==> src/rtl/uart_pkg.sv <==
// Shared UART definitions: FSM state type, frame constants and baud helper.
// UART_TX_PARITY_EN adds the PARITY state (8E1 framing); default is 8N1.
package uart_pkg;

  localparam int unsigned DATA_BITS = 8;
  localparam logic        START_BIT = 1'b0;
  localparam logic        STOP_BIT  = 1'b1;

  typedef enum logic [2:0] {
    IDLE,
    LOAD,
    START,
    DATA,
`ifdef UART_TX_PARITY_EN
    PARITY,
`endif
    STOP
  } tx_state_t;

  function automatic int unsigned baud_cnt_max(input int unsigned clk_freq,
                                               input int unsigned bps);
    return clk_freq / bps;
  endfunction

endpackage

==> src/rtl/uart_byte_tx.sv <==
// Per-byte serializer: baud timing, data bit index and registered tx line.
// Under UART_TX_PARITY_EN it also drives the even-parity bit.
module uart_byte_tx
  import uart_pkg::*;
#(
  parameter int unsigned BAUD_CNT_MAX = 16
) (
  input  logic       clk,
  input  logic       rst,
  input  tx_state_t  state,
  input  logic [7:0] byte_data,
  output logic       tx,
  output logic       bit_end,
  output logic       last_bit
);

  localparam int unsigned       CNT_W    = (BAUD_CNT_MAX > 1) ? $clog2(BAUD_CNT_MAX) : 1;
  localparam logic [CNT_W-1:0]  CNT_LAST = CNT_W'(BAUD_CNT_MAX - 1);

  logic [CNT_W-1:0] baud_cnt;
  logic [2:0]       bit_idx;
  logic             tx_d;
  logic             tx_q;

  assign bit_end  = (baud_cnt == CNT_LAST);
  assign last_bit = (bit_idx == 3'(DATA_BITS - 1));
  assign tx       = tx_q;

  always_ff @(posedge clk) begin
    if (rst || state == IDLE || state == LOAD || bit_end) begin
      baud_cnt <= '0;
    end else begin
      baud_cnt <= baud_cnt + 1'b1;
    end
  end

  always_ff @(posedge clk) begin
    if (rst || state != DATA) begin
      bit_idx <= '0;
    end else if (bit_end) begin
      bit_idx <= bit_idx + 1'b1;
    end
  end

  always_comb begin
    tx_d = STOP_BIT;
    case (state)
      START:   tx_d = START_BIT;
      DATA:    tx_d = byte_data[bit_idx];
`ifdef UART_TX_PARITY_EN
      PARITY:  tx_d = ^byte_data;
`endif
      STOP:    tx_d = STOP_BIT;
      default: tx_d = STOP_BIT;
    endcase
  end

  // tx lags the state by one cycle uniformly, so all inter-bit timing is preserved
  always_ff @(posedge clk) begin
    if (rst) begin
      tx_q <= 1'b1;
    end else begin
      tx_q <= tx_d;
    end
  end

endmodule

==> src/rtl/uart_transmitter.sv <==
// FIFO-fed UART transmitter: reads one word, sends its bytes MSB-byte first.
// Parity framing selected by `define UART_TX_PARITY_EN.
module uart_transmitter
  import uart_pkg::*;
#(
  parameter int unsigned UART_BPS      = 9600,
  parameter int unsigned CLK_FREQ      = 50_000_000,
  parameter int unsigned FIFO_RD_WIDTH = 16,
  parameter int unsigned FIFO_RD_BYTE  = 2
) (
  input  logic                     clk,
  input  logic                     rst,
  input  logic [FIFO_RD_WIDTH-1:0] fifo_rd_data,
  input  logic                     fifo_empty,
  output logic                     fifo_rd_en,
  output logic                     tx,
  output logic                     busy
);

  localparam int unsigned BAUD_CNT_MAX = baud_cnt_max(CLK_FREQ, UART_BPS);
  localparam int unsigned BYTE_W       = (FIFO_RD_BYTE > 1) ? $clog2(FIFO_RD_BYTE) : 1;

  tx_state_t                state;
  tx_state_t                next_state;
  logic [FIFO_RD_WIDTH-1:0] word;
  logic [BYTE_W-1:0]        byte_cnt;
  logic                     bit_end;
  logic                     last_bit;
  logic                     last_byte;

  assign last_byte = (byte_cnt == BYTE_W'(FIFO_RD_BYTE - 1));

  always_ff @(posedge clk) begin
    if (rst) begin
      state <= IDLE;
    end else begin
      state <= next_state;
    end
  end

  always_comb begin
    next_state = state;
    case (state)
      IDLE:    if (!fifo_empty) next_state = LOAD;
      LOAD:    next_state = START;
      START:   if (bit_end) next_state = DATA;
`ifdef UART_TX_PARITY_EN
      DATA:    if (bit_end && last_bit) next_state = PARITY;
      PARITY:  if (bit_end) next_state = STOP;
`else
      DATA:    if (bit_end && last_bit) next_state = STOP;
`endif
      STOP:    if (bit_end) next_state = last_byte ? IDLE : START;
      default: next_state = IDLE;
    endcase
  end

  // rst gates the request combinationally so no read is issued during reset
  always_comb begin
    fifo_rd_en = (state == IDLE) && !fifo_empty && !rst;
    busy       = (state != IDLE);
  end

  // The outgoing byte is always the top byte; the word shifts left after each stop bit
  always_ff @(posedge clk) begin
    if (rst) begin
      word     <= '0;
      byte_cnt <= '0;
    end else if (state == LOAD) begin
      word     <= fifo_rd_data;
      byte_cnt <= '0;
    end else if (state == STOP && bit_end && !last_byte) begin
      word     <= word << DATA_BITS;
      byte_cnt <= byte_cnt + 1'b1;
    end
  end

  uart_byte_tx #(
    .BAUD_CNT_MAX(BAUD_CNT_MAX)
  ) u_byte_tx (
    .clk      (clk),
    .rst      (rst),
    .state    (state),
    .byte_data(word[FIFO_RD_WIDTH-1 -: 8]),
    .tx       (tx),
    .bit_end  (bit_end),
    .last_bit (last_bit)
  );

endmodule

==> config.mk <==
export PLATFORM = sky130hd
export DESIGN_NAME = uart_transmitter
export DESIGN_NICKNAME = d
export VERILOG_FILES = /design/src/rtl/uart_pkg.sv /design/src/rtl/uart_byte_tx.sv /design/src/rtl/uart_transmitter.sv
export SDC_FILE = /design/constraint.sdc
export NUM_CORES = 1
export LEC_CHECK = 0
export ABC_AREA = 1
export CAP_MARGIN = 10
export CORE_MARGIN = 2
export CORE_UTILIZATION = 40
export CTS_BUF_LIST = sky130_fd_sc_hd__clkbuf_16
export CTS_CLUSTER_SIZE = 28
export DETAILED_ROUTE_END_ITERATION = 7
export GPL_TIMING_DRIVEN = 0
export PLACE_DENSITY = 0.72
export SLEW_MARGIN = 20
export SYNTH_ARGS = -nofsm -noshare
export SYNTH_HDL_FRONTEND = slang
export SYNTH_SLANG_ARGS = --single-unit
==> constraint.sdc <==
create_clock -name clk -period 1.6 [get_ports clk]
set_clock_uncertainty 0.2 [all_clocks]
set_input_delay 0.32 -clock clk [delete_from_list [all_inputs] [get_ports clk]]
set_output_delay 0.32 -clock clk [all_outputs]
set_load 0.05 [all_outputs]
# Yosys cells after proc, flatten, opt, wreduce, memory -nomap -nowiden
# Index checks and enable logic that the tools add are counted.
# Widths: inputs -> output; s select.
# totals
input_bits,19
word_cells,49
ff_bits,37
output_inout_bits,3
# classes
mux,11
n_lt_le_gt_ge,1
reduce_logical,17
n_eq_ne,11
n_addsub,3
# ops
operator,n
$mux 16,2
$pmux 3 s5,1
$add 13x1->13 const B,1
$eq 13x13->1 const B,1
$mux 3,4
$ne 2x2->1 const B,4
$eq 3x2->1 const B,2
$eq 3x3->1 const B,2
$logic_and 1x1->1,5
$logic_or 1x1->1,4
$lt 3x4->1 const B,1
$reduce_and 4->1,1
$add 3x1->3 const B,1
$bmux 1 s3,1
$eq 3x1->1 const B,1
$logic_not 1->1,3
$logic_not 3->1,1
$ne 3x2->1 const B,1
$reduce_bool 3->1,1
$mux 2,1
$pmux 1 s2,1
$reduce_bool 2->1,1
$reduce_or 2->1,1
$add 1x1->1 const B,1
$mux 1,1

# Longest topological paths before layout
# depth
depth_word,5
depth_mapped,10
mapped_depth_nobuf,9

# Hierarchy
# A second synthesis with hierarchy kept.
# unflattened
hier_cells,311
area_unflattened_um2,2052.0
# by_module_without_submodules
module,area_each_um2,seq_area_each_um2,instances,cells_per_inst
uart_transmitter,1044.8,400.4,1,160
uart_byte_tx,1007.2,340.3,1,151

# Worst setup path after synthesis
# OpenSTA, ideal clock, no wires.
# synth_timing
kind,flip-flop to output port
from,reg state[0]
to,out fifo_rd_en
path_slack_ps,-966
path_buffers,0
required_time_ps,1080
stages_incl_launch_ff,4
arrival_time_ps,2046
path_cell_list,dfxtp_1 -> nor2_1 -> nand2_1 -> nor3_1
# synth_between
elab_chain_cells,3
# synth_lines
item,line,text
"start, declared",uart_transmitter.sv:23,tx_state_t state;
"start signal, assigned",uart_transmitter.sv:37,state <= next_state;
$logic_not 3->1,uart_transmitter.sv:60,fifo_rd_en = (state == IDLE) && !fifo_empty && !rst;
$logic_and 1x1->1 (2 in series),uart_transmitter.sv:60,
"end, declared",uart_transmitter.sv:15,"output logic fifo_rd_en,"
# No other way between the ends.

# Worst setup path in the final report
# layout_timing
from,reg state[2]
to,out fifo_rd_en
# The elaborated chain is that of the path after synthesis.

==> out/results.txt <==
outcome: finished, violations left
failing checks: setup timing
crit end category: output pin
R2R Setup Slk: 0.01 ns
RSZ-0062 raised after global routing: yes
Seq. cell area: 757 µm²
post-route setup slack: -0.0404 ns
post-synth top area share: 38.1%
Synth Area in Simple Gates: 39.1%
hpwl dp: 3080 µm
post-synth cell types: 25
DIE WIDTH: 73.7 µm
Routability Congestion: 0.818
f_max: 0.610 GHz
I/O pin cnt: 22
max_slew headroom: 57.3%
H-tree depth: 2
Skew-Pair Late Insertion Delay: 0.28 ns
WP data arrival: 1.12 ns
Design Area, Final: 0.00264 mm²
nets: 347
grt ovf: 0
Critical Path RT: 1.08 ns
fin crit share: 103%
DRT Pass-1 Iters: 4
FILL cells: 455
cell area after synthesis: 0.00194 mm²
die height: 73.7 µm
Comb power frac: 40.9%
Synth Area in Compound Gates: 10.1%
row count: 25
clock network fraction of total power: 25.2%
Syn. warnings: 0
Crit Path Class: flop to output pin
cells after synthesis: 286
multiplexer share of the synthesized area: 0%
setup TNS: -0.0490 ns
port buffer count: 21
Vias: 1,888
Adder-Cell Fraction of Synth Area: 1.93%
final std cells w/o fill: 379
max-cap violations: 0
VDD IR-drop max: 0.000731 V
final hold violation count: 0
clk buf depth: 2
worst r2r src: u_byte_tx.baud_cnt[0]
drt drc: 0
PwrDens: 1350 mW/mm²
Antenna Cells: 0
Internal: 2.25 mW
GR Util All Layers: 16.4%
worst slack, placed: -0.712 ns
Worst Setup SP: state[2]
CTS Hold Bufs: 0
syn avg cell area: 6.80 µm²
final setup fails: 2
final wirelength: 4340 µm
placed instance area: 0.00225 mm²
max-slew violation count: 0
crit-path max FO: 4
fin util: 56.2%
Starting DRT DRC Count: 103
Startpoint Class: flop
Worst Reg-to-Reg Cells: 9
Reg power frac: 33.9%
worst hold path class: flop to flop
Clock transition at path regs: 0.05 ns
CTS tree: yes
largest net degree at the start of global routing: 11
Core Region: 0.00469 mm²
Vias/cell: 4.98
Critical path destination: fifo_rd_en
largest family of logic cells by synthesized area: simple AND/OR/NAND/NOR gates
Antenna Nets Post-Route: 0
syn nets: 308
Leak: 1.03 nW
switching part of the total: 36.9%
initial antenna violation count: 0
Tightest Pin Transition: 0.640 ns
cts bufs inserted: 5
Sw Pwr: 1.31 mW
reg2reg end: word[12]
Die Area: 0.00543 mm²
Fin Hold WS: 0.247 ns
first-pass GRT wire length: 6870 µm
initial core utilization: 41.4%
multi-input logic area: 0.00120 mm²
post-synth top area cell: dfxtp_1
Area growth syn-to-layout: 35.6%
post-synthesis register bit count: 37
clock root cell: clkbuf_16
placed cells: 361
vias in the first global route: 1,586
wire per inst: 11.5 µm
Tot Pwr: 3.56 mW
XOR/XNOR share of the synthesized area: 1.35%
post-layout min period: 1.64 ns
CTS sink count: 37
sequential area share after synthesis: 38.1%
top post-synthesis cells by area: dfxtp_1 (38%), nand2_1 (15%), nand3_1 (8.2%)
layout cell share with drive strength beyond 1: 25.8%
-- cells in the mapped netlist, drive strengths merged --
| cell type | n |
|---|---|
| nand3 | 38 |
| ha | 3 |
| nor3 | 4 |
| inv | 31 |
| nor2 | 38 |
| nand2 | 79 |
| a31oi | 1 |
| o211ai | 2 |
| nand4 | 4 |
| a21oi | 30 |
| buf | 7 |
| clkbuf | 3 |
| o21ai | 5 |
| dfxtp | 37 |
| xor2 | 3 |
| or2 | 1 |
-- registers in the layout, indices dropped and copies added (netlist names) --
register,count
u_byte_tx.bit_idx,3
word,16
byte_cnt,1
u_byte_tx.baud_cnt,13
u_byte_tx.tx,1
state,3
-- worst min-delay path by stage --
stage | from | to | depth (start not counted)
detailed placement | u_byte_tx.baud_cnt[0] | u_byte_tx.baud_cnt[0] | 1
CTS | u_byte_tx.baud_cnt[0] | u_byte_tx.baud_cnt[0] | 1
global placement | u_byte_tx.baud_cnt[0] | u_byte_tx.baud_cnt[0] | 1
global route | u_byte_tx.baud_cnt[0] | u_byte_tx.baud_cnt[0] | 1
floorplan | rst | u_byte_tx.tx | 2
finish | u_byte_tx.baud_cnt[0] | u_byte_tx.baud_cnt[0] | 1
-- cell type report --
class	count	share of cell area, %
Buffer	10	2.70
Clock buffer	5	4.74
Clock inverter	2	0.285
Inverter	31	4.51
Multi-Input combinational cell	208	45.5
Sequential cell	37	28.7
Tap cell	54	2.56
Timing Repair Buffer	32	11.0
-- cells by family (layout without fill, tap and decap cells) --
group / Yosys count / after routing
xor gates and xnor gates: 3 / 3
AOI/OAI and AO/OA: 38 / 38
buffers and inverters: 41 / 80
DFF: 37 / 37
adders and majority gates: 3 / 3
and+or+nand+nor: 164 / 164
-- routing by layer --
metal | share of wire (%) | vias up | track usage [%]
met2 | 50 | 33 | 26.9
met3 | 2.4 | 4 | 4.53
met1 | 46 | 852 | 21.1
met5 | 0 | - | 0
li1 | - | 999 | -
met4 | 1.2 | 0 | 4.85
-- power by group through the flow --
| stage | registers, mW | logic, mW | clock network [mW] |
|---|---|---|---|
| floorplan | 1.20 | 0.910 | 0 |
| global placement | 1.19 | 1.19 | 0 |
| detailed placement | 1.20 | 1.21 | 0 |
| CTS | 1.19 | 1.24 | 0.922 |
| global route | 1.22 | 1.64 | 0.967 |
| finish | 1.21 | 1.46 | 0.900 |
-- timing repair --
action	4_1_cts	5_1_grt
setup endpoints to repair	31	34
setup buffers	4	5
pin swaps	5	10
gates cloned	1	1
gates resized for setup	25	43
-- worst max-delay path, stage by stage (launching register included) --
cell	delay, ns
dfxtp_4	0.36
nor2_4	0.13
nand2_4	0.07
nor3_4	0.11
buf_6	0.18
-- placed cells by master (no fill, tap or decap), types with 3 or more instances in the layout --
| cell | Yosys | routed |
|---|---|---|
| nand3_4 | 1 | 3 |
| nor2_4 | 4 | 6 |
| nor3_1 | 4 | 3 |
| xor2_1 | 3 | 3 |
| buf_6 | 2 | 6 |
| dfxtp_4 | 0 | 3 |
| o21ai_0 | 5 | 5 |
| nand2_1 | 79 | 75 |
| dfxtp_1 | 37 | 30 |
| buf_4 | 2 | 10 |
| inv_1 | 28 | 27 |
| nor2_2 | 2 | 3 |
| clkdlybuf4s50_1 | 0 | 16 |
| nand4_1 | 3 | 3 |
| dfxtp_2 | 0 | 4 |
| a21oi_2 | 0 | 15 |
| nor2_1 | 32 | 29 |
| inv_2 | 3 | 4 |
| nand3_1 | 32 | 24 |
| a21oi_1 | 30 | 15 |
| clkbuf_16 | 0 | 5 |
| nand3_2 | 5 | 11 |
| buf_2 | 3 | 4 |
No activity file was read; power rests on OpenSTA's default activity.
